### config.mk
export PLATFORM = sky130hd
export DESIGN_NAME = demux_4
export DESIGN_NICKNAME = d
export VERILOG_FILES = /design/src/rtl/demux_4_pkg.sv /design/src/rtl/demux_slot.sv /design/src/rtl/demux_4.sv
export SDC_FILE = /design/constraint.sdc
export NUM_CORES = 1
export LEC_CHECK = 0
export BUFFER_PORTS_ARGS = -buffer_cell sky130_fd_sc_hd__clkbuf_2
export CAP_MARGIN = 10
export CORE_UTILIZATION = 46
export DETAILED_ROUTE_END_ITERATION = 8
export GPL_TIMING_DRIVEN = 0
export PLACE_DENSITY = 0.84
export REMOVE_ABC_BUFFERS = 1
export SETUP_SLACK_MARGIN = 0.2
export SLEW_MARGIN = 20
export SYNTH_ARGS = -nofsm -noshare
export SYNTH_HDL_FRONTEND = slang
export SYNTH_SLANG_ARGS = --single-unit
### constraint.sdc
create_clock -name clk -period 6.57 [get_ports clk]
set_input_delay 1.314 -clock clk [delete_from_list [all_inputs] [get_ports clk]]
set_output_delay 1.314 -clock clk [all_outputs]
set_load 0.02 [all_outputs]
### src/rtl/demux_4_pkg.sv
// Shared routing constants for the 4-way result mux/demux pair.
// Select codes map A..D to 0..3; sel_onehot turns a select into a per-channel load mask.
package demux_4_pkg;
  localparam int DEFAULT_WIDTH = 32;

  localparam logic [1:0] SEL_A = 2'b00;
  localparam logic [1:0] SEL_B = 2'b01;
  localparam logic [1:0] SEL_C = 2'b10;
  localparam logic [1:0] SEL_D = 2'b11;

  function automatic logic [3:0] sel_onehot(input logic [1:0] sel);
    logic [3:0] oh;
    oh = 4'b0000;
    case (sel)
      SEL_A:   oh = 4'b0001;
      SEL_B:   oh = 4'b0010;
      SEL_C:   oh = 4'b0100;
      SEL_D:   oh = 4'b1000;
      default: oh = 4'b0000;
    endcase
    return oh;
  endfunction
endpackage

### src/rtl/demux_slot.sv
// One-entry output holding register with valid/ready handshake and accept counter.
// A load wins over a drain, so the same-cycle case streams without a bubble.
module demux_slot #(
  parameter int WIDTH = 32,
  parameter int CNT_W = 16
) (
  input  logic             clk,
  input  logic             rst,
  input  logic             load,
  input  logic [WIDTH-1:0] data_in,
  input  logic             ready,
  output logic             valid,
  output logic [WIDTH-1:0] data,
  output logic [CNT_W-1:0] count
);

  always_ff @(posedge clk or posedge rst) begin
    if (rst) begin
      valid <= 1'b0;
      data  <= '0;
      count <= '0;
    end else if (load) begin
      valid <= 1'b1;
      data  <= data_in;
      count <= count + 1'b1;
    end else if (valid && ready) begin
      // Drained and not refilled: data is kept, only valid drops.
      valid <= 1'b0;
    end
  end

endmodule

### src/rtl/demux_4.sv
// Registered 1-to-4 distributor: routes each accepted word to one of four
// independently handshaked holding slots chosen by select.
module demux_4
  import demux_4_pkg::*;
#(
  parameter int WIDTH = DEFAULT_WIDTH,
  parameter int CNT_W = 16
) (
  input  logic             clk,
  input  logic             rst,
  input  logic             in_valid,
  output logic             in_ready,
  input  logic [WIDTH-1:0] in_data,
  input  logic [1:0]       select,
  output logic [WIDTH-1:0] A,
  output logic [WIDTH-1:0] B,
  output logic [WIDTH-1:0] C,
  output logic [WIDTH-1:0] D,
  output logic [3:0]       out_valid,
  input  logic [3:0]       out_ready,
  output logic [CNT_W-1:0] count_A,
  output logic [CNT_W-1:0] count_B,
  output logic [CNT_W-1:0] count_C,
  output logic [CNT_W-1:0] count_D
);

  logic             acc;
  logic [3:0]       load;
  logic [WIDTH-1:0] ch_data  [4];
  logic [CNT_W-1:0] ch_count [4];

  // Only the addressed slot gates acceptance; other channels may stall freely.
  assign in_ready = !out_valid[select] || out_ready[select];
  assign acc      = in_valid && in_ready;
  assign load     = acc ? sel_onehot(select) : 4'b0000;

  for (genvar k = 0; k < 4; k++) begin : g_slot
    demux_slot #(
      .WIDTH(WIDTH),
      .CNT_W(CNT_W)
    ) u_slot (
      .clk    (clk),
      .rst    (rst),
      .load   (load[k]),
      .data_in(in_data),
      .ready  (out_ready[k]),
      .valid  (out_valid[k]),
      .data   (ch_data[k]),
      .count  (ch_count[k])
    );
  end

  assign A       = ch_data[0];
  assign B       = ch_data[1];
  assign C       = ch_data[2];
  assign D       = ch_data[3];
  assign count_A = ch_count[0];
  assign count_B = ch_count[1];
  assign count_C = ch_count[2];
  assign count_D = ch_count[3];

endmodule

-- After elaboration in Yosys (flattened, before gate mapping)
Index checks and enable logic that the tools add are counted.
- $add $sub $neg: 4
- $lt $le $gt $ge: 1
- equality and inequality tests: 3
- multiplexer cells: 14
- reduce and logical (&&, ||, !) cells: 12
- operators with widths (cell ; count):
    adder 16 x 1 -> 16 bit, second input constant ; 4
    one-hot mux 4 bit (4 select lines) ; 1
    two-way mux 1 bit ; 10
    nonzero test 2 bit ; 4
    logical AND 1 bit ; 5
    binary-select mux 1 bit (select 2 bit) ; 2
    == test 2 bit, second input constant ; 2
    two-way mux 4 bit ; 1
    less-than comparator 2 x 3 -> 1 bit, second input constant ; 1
    == test 2 x 1 -> 1 bit, second input constant ; 1
    zero test 2 bit ; 1
    zero test 1 bit ; 1
    logical OR 1 bit ; 1
- register bits after elaboration: 196
- bits of input ports: 41
- output and inout bits: 197
- word-level logic and storage cells: 46

-- Longest topological paths before layout
Gate-level depths: netlist of run 1.
- word-level depth: 7
- gate-level depth with buffers: 7
- depth with buffers taken out: 5

-- By module
A second synthesis of run 1 with hierarchy kept.
- cells, all modules: 533
- area, all modules: 8034.0 µm²
- by module, submodules not included (module ; times used ; cells each ; area each (µm²) ; sequential area each (µm²)):
    demux_slot ; 4 ; 131 ; 1983.2 ; 1226.2
    demux_4 ; 1 ; 9 ; 101.3 ; 0.0

-- Least setup slack after synthesis of run 1
No wires, ideal clock.
- path type: input port to output port
- from: input out_ready[1]
- to: output in_ready
- arrival: 2.098 ns
- required time: 5.256 ns
- path slack: 3.158 ns
- stages on the path: 4
- path buffers: 0
- cells stage by stage: nor2b_1 nand2_1 o21ai_0 o21ai_0
- cells in the longest elaborated chain, start to end: 3
- ends and longest elaborated chain (element ; line ; source):
    start: declaration ; demux_4.sv:20 ; input logic [3:0] out_ready,
    binary-select mux 1 bit (select 2 bit) ; demux_4.sv:33 ; assign in_ready = !out_valid[select] || out_ready[select];
    two-way mux 1 bit (implied by the code) ; demux_4.sv:33 ;
    logical OR 1 bit ; demux_4.sv:33 ;
    end: declaration ; demux_4.sv:12 ; output logic in_ready,
Every way passes these cells. The select of a mux whose other input is x is not followed.

-- Final worst setup path of run 1
Same ends and word-level chain as after synthesis.

==> results.yml, run 1 <==
worst_setup_path:
  critical_path_required_ns: 5.26
  worstSetupPathType: "input port to output port"
  r2r_cells: 4
  cp_max_fo: 5
  end_kind: "output port"
  start_kind: "input port"
  cp.arrival_ns: 2.34
synthesis:
  syn_inst: 609
  ys_top_cells_by_area: "dfrtp_1 62%, mux2_2 14%, nand2_1 5.8%"
  synth_top_area_share_pct: 62.3
  netlist_area_um2: 7880
  synth_cell_types: 30
  ys_seq_elements: 196
  synth_top_area_cell: "dfrtp_1"
  ys_seq_area_share_pct: 62.3
  yosys_warnings: 0
  syn_area_per_cell_um2: 12.9
cells_and_area:
  final_cell_mix: "237 x clkbuf_2, 196 x dfrtp_1, 120 x nand2_1"
  design_area_um2: 9970
  drive_above_1_share_pct: 44.9
  num_antenna_cells: 0
  final_net_count: 892
  areaGrowthSynthToFinish_pct: 26.7
  final_common_cell: "clkbuf_2"
clock_tree:
  cts-root-buf: "clkbuf_16"
  clock_latency_ns: 0.42
  ctsHoldBuffers: 0
  post_cts_buffers: 0
  cts-resized-gates: 0
  cts_sinks: 196
  tritoncts: "yes"
  cts_buffers: 17
  h-tree-depth: 4
  path_clk_slew_ns: 0.07
  clockBufferDepth: 2
floorplanning:
  core_um2: 16600
  num_rows: 47
  die_height_um: 133
  die_w_um: 133
  die_area_um2: 17600
  pin_count: 238
  initial_core_util_pct: 47.3
routing:
  drc: 0
  wl_met1_mm: 7.57
  wl_met3_mm: 1.42
  num_vias: 5474
  first_pass_iters: 4
  drtAntennaViolNets: 0
  vias_per_cell: 5.07
  met2WireLength_mm: 8.68
  wl_per_cell_um: 16.7
  top_layer_used: "met4"
  drt-total-wl_mm: 18.0
  drtIter0Drc: 273
placement:
  port_buffers: 237
  dpl-instance-area_um2: 9360
  globalplace.congestion: 0.804
  hpwlAfterDp_mm: 12.8
sta:
  max_freq_mhz: 274
  slew_violations: 0
  period_needed_ns: 3.65
  hold_viol: 0
  period_share_pct: 55.6
  finalSetupViolCount: 0
  grt_setup_unrepaired: "false"
  skew_ns: 0.00766
  worst_pin_slew_ns: 0.684
  relSlewSlack_pct: 54.4
run_status:
  status: "finished, final reports clean"
global_route:
  grt_usage_pct: 21.4
  grt-ovfl-total: 0
  grt_pass1_vias: 5684
  antenna_found_initial: 0
  grt_pass1_wl_mm: 29.9
  grt_max_degree: 100
hold_path:
  hold_path_depth: 2
  hold_path_class: "register to register"
power_and_ir_drop:
  ir_drop_mv: 0.197
  leakagePower_nw: 4.98
  design_power_total_mw: 3.52
  powerDensity_nw_per_um2: 353
job:
  maxCapViolCount: 0
-- cell families after synthesis --
| group | Yosys count | synth area share, % |
|---|---|---|
| AO/OA/AOI/OAI | 4 | 0.286 |
| AND/OR/NAND/NOR | 221 | 14.2 |
| XOR/XNOR | 60 | 6.67 |
| multiplexers | 99 | 14.2 |
| adder cells (fa/ha/maj) | 4 | 0.636 |
| flip-flops | 196 | 62.3 |
| buffers and inverters | 25 | 1.81 |
-- area by class of cell --
type                            count  area, um^2
Inverter                            1        11.3
Fill cell                        1278        6670
Tap cell                          220         275
Sequential cell                   196        4900
Clock buffer                       17         425
Timing Repair Buffer              243        1330
Clock inverter                     14         190
Multi-Input combinational cell    388        2840
-- cell usage after synthesis, drive strengths merged --
library cell and number:
and2 7, and3 13, and4 5, buf 21
clkbuf 3, dfrtp 196, ha 4, inv 1
mux2 99, nand2 121, nand2b 5, nand3 22
nand3b 2, nand4 21, nand4b 1, nor2 12
nor2b 3, nor3 4, nor3b 1, nor4 4
o211ai 1, o21ai 3, xnor2 42, xor2 18
-- layer usage --
| metal | up-vias | track usage [%] |
|---|---|---|
| li1 | 2528 | - |
| met1 | 2726 | 27.4 |
| met2 | 196 | 34.0 |
| met3 | 24 | 7.32 |
| met4 | 0 | 7.34 |
| met5 | - | 0 |
-- where the power goes --
group          internal (mW)  leakage (nW)  switching [mW]
combinational          0.315          2.23           0.522
sequential              1.42          2.45           0.165
clock                  0.612         0.298           0.484
-- per-stage QoR --
| stage | instances | setup WS, ns | hold WS (ns) | utilization, % | TNS [ns] |
|---|---|---|---|---|---|
| finish | 1079 | 2.92 | 0.474 | 59.9 | 0 |
| global route | 1079 | 2.82 | 0.487 | 59.9 | 0 |
| CTS | 1079 | 2.91 | 0.479 | 59.9 | 0 |
| detailed placement | 1048 | 2.91 | 0.461 | 56.2 | 0 |
| global placement | 1042 | -2.12 | 0.458 | 55.3 | -412.59 |
| floorplan | 585 | -0.0846 | 0.582 | - | -16.58 |
-- critical path, stage by stage --
cell and delay (ns):
clkbuf_2 0.08, nor2b_1 0.51, nand2_1 0.10, o21ai_0 0.08, o21ai_0 0.08, clkbuf_2 0.16
-- path summary, 6_finish.rpt --
check	slack, ns	start	to
worst min register to register	0.47	g_slot[0].u_slot.data[31]	g_slot[0].u_slot.data[31]
worst max register to register	4.65	g_slot[3].u_slot.valid	g_slot[3].u_slot.data[28]
worst max-delay path	2.92	out_ready[1]	in_ready
worst min-delay path	0.47	g_slot[0].u_slot.data[31]	g_slot[0].u_slot.data[31]
min in group asynchronous	0.98	rst	g_slot[1].u_slot.count[12]
max in group asynchronous	4.68	rst	g_slot[3].u_slot.data[30]
-- state kept, by name (all words and copies together), names as in the netlist --
register and cells:
g_slot.u_slot.valid 4, g_slot.u_slot.count 64, g_slot.u_slot.data 128
(Power assumes the default switching activity.)
==> inputs of run 2 (changes only) <==
--- a/config.mk
+++ b/config.mk
@@ -7,10 +7,10 @@
 export LEC_CHECK = 0
 export BUFFER_PORTS_ARGS = -buffer_cell sky130_fd_sc_hd__clkbuf_2
 export CAP_MARGIN = 10
-export CORE_UTILIZATION = 46
+export CORE_UTILIZATION = 51
 export DETAILED_ROUTE_END_ITERATION = 8
 export GPL_TIMING_DRIVEN = 0
-export PLACE_DENSITY = 0.84
+export PLACE_DENSITY = 0.88
 export REMOVE_ABC_BUFFERS = 1
 export SETUP_SLACK_MARGIN = 0.2
 export SLEW_MARGIN = 20
==> constraint.sdc (replaced) <==
create_clock -name clk -period 3.43 [get_ports clk]
set_input_delay 0.686 -clock clk [delete_from_list [all_inputs] [get_ports clk]]
set_output_delay 0.686 -clock clk [all_outputs]
set_load 0.02 [all_outputs]
==> run 2 against run 1 <==
- via count up 2.9%
- hold slack worse by 0.12 ns
- clock power up 95%
- critical path depth down 1
- worst setup slack worse by 2.0 ns
- utilization up 5.6 points
- flip-flop and latch count unchanged
- first-iteration DRC count up 16%
- design area down 0.53%
- non-clock buffer count down 1
- global-route usage up 2.8 points
==> results.yml, run 2 (synthesis results as in run 1) <==
routing:
  drtIter0Drc: 318
  first_pass_iters: 5
  drc: 0
  vias_per_cell: 5.38
  drtAntennaViolNets: 0
  num_vias: 5632
  wl_per_cell_um: 17.7
  drt-total-wl_mm: 18.5
sta:
  hold_viol: 0
  worst_pin_slew_ns: 0.854
  period_needed_ns: 2.46
  grt_setup_unrepaired: "false"
  relSlewSlack_pct: 42.9
  skew_ns: 0.00745
  finalSetupViolCount: 0
  tns_ns: 0
  slew_violations: 0
  period_share_pct: 71.8
  max_freq_mhz: 406
run_status:
  status: "finished, final reports clean"
global_route:
  grt_pass1_wl_mm: 29.9
  grt-ovfl-total: 0
  use_met2_pct: 39.9
  antenna_found_initial: 0
  grt_usage_pct: 24.2
  grt_use_met1_pct: 30.7
  grt-busiest-layer: "met2"
  grt_pass1_vias: 5714
  grt_use_met3_pct: 6.41
  grt_max_degree: 108
worst_setup_path:
  start_kind: "register"
  cp_max_fo: 5
  crit_chain: "nor2b_1 -> nand2_1 -> o211ai_1 -> o21ai_0 -> clkbuf_2"
  cp.arrival_ns: 1.78
  crit_slowest_cell: "nor2b_1"
  r2r_cells: 4
  critical_path_required_ns: 2.74
  end_kind: "output port"
  max_stage_delay_ns: 0.48
  worstSetupPathType: "register to output port"
cells_and_area:
  areaGrowthSynthToFinish_pct: 26.0
  largest_reg_flops: 128
  reg_top3: "g_slot.u_slot.data x128, g_slot.u_slot.count x64, g_slot.u_slot.valid x4"
  final_net_count: 891
  drive_above_1_share_pct: 44.8
  num_antenna_cells: 0
  regMostFlops: "g_slot.u_slot.data"
  final_common_cell: "clkbuf_2"
  final_cell_mix: "237 x clkbuf_2, 196 x dfrtp_1, 120 x nand2_1"
hold_path:
  hold_path_class: "input port to asynchronous set/reset pin"
floorplanning:
  initial_core_util_pct: 52.0
  num_rows: 45
  pin_count: 238
  die_w_um: 126
  die_height_um: 126
  die_area_um2: 15900
  core_um2: 15100
power_and_ir_drop:
  powerDensity_nw_per_um2: 686
  leakagePower_nw: 4.97
  ir_drop_mv: 0.440
  design_power_total_mw: 6.81
clock_tree:
  tritoncts: "yes"
  cts-resized-gates: 0
  clockBufferDepth: 2
  cts_sinks: 196
  cts_buffers: 17
  path_clk_slew_ns: 0.07
  post_cts_buffers: 0
  h-tree-depth: 4
  clock_latency_ns: 0.42
  ctsHoldBuffers: 0
  cts-root-buf: "clkbuf_16"
placement:
  globalplace.congestion: 0.799
  hpwlAfterDp_mm: 12.7
  port_buffers: 237
job:
  maxCapViolCount: 0
run 2: changes by cell type in the layout (fill, tap and decap cells not counted):
cell       change
inv_8          -3
clkbuf_1       +1
inv_6          +2
buf_12         +1
clkbuf_8       +1
bufinv_16      +1
buf_16         -2
clkinv_4       -1
run 2: layer usage:
metal / up-vias / routed length [um]
met4: 0 / 299
li1: 2533 / -
met2: 226 / 9230
met5: - / 0
met3: 20 / 1250
met1: 2853 / 7730
run 2: through the flow:
step	hold slack (ns)	util [%]	setup slack [ns]	cell area [um^2]	cells
after global routing	0.395	65.5	0.874	9920	1047
after detailed placement	0.464	61.3	0.909	9280	1015
after floorplan	0.582	-	-2.60	7740	585
after CTS	0.369	65.5	0.953	9920	1047
final	0.352	65.5	0.967	9920	1047
after global placement	0.458	60.5	-4.58	9160	1010
run 2: path summary, 6_finish.rpt:
path | from | to | slack, ns
setup / recovery | g_slot[3].u_slot.valid | in_ready | 0.97
hold / removal | rst | g_slot[2].u_slot.count[10] | 0.35
setup reg to reg | g_slot[2].u_slot.valid | g_slot[2].u_slot.data[8] | 1.48
min in group clk | g_slot[2].u_slot.count[15] | g_slot[2].u_slot.count[15] | 0.48
max in group asynchronous | rst | g_slot[0].u_slot.data[2] | 2.15
hold reg to reg | g_slot[2].u_slot.count[15] | g_slot[2].u_slot.count[15] | 0.48
run 2: report_power, final:
group / switching, mW / internal (mW)
clock network: 0.889 / 1.26
registers: 0.323 / 2.72
logic: 1.01 / 0.603
run 2: layout make-up:
class | count | area [um^2]
clock buffer | 19 | 443
clock inverter | 13 | 195
fill | 1134 | 5220
inverter | 1 | 11.3
multi-input combinational | 388 | 2840
sequential | 196 | 4900
tap | 188 | 235
timing repair buffer | 242 | 1290
run 2: critical path, delay by kind of cell, from the launching register on:
| family | cells | cell delay (ns) |
|---|---|---|
| AOI/OAI and AO/OA | 2 | 0.24 |
| buffers and inverters | 1 | 0.18 |
| DFF | 1 | 0.34 |
| and+or+nand+nor | 2 | 0.59 |
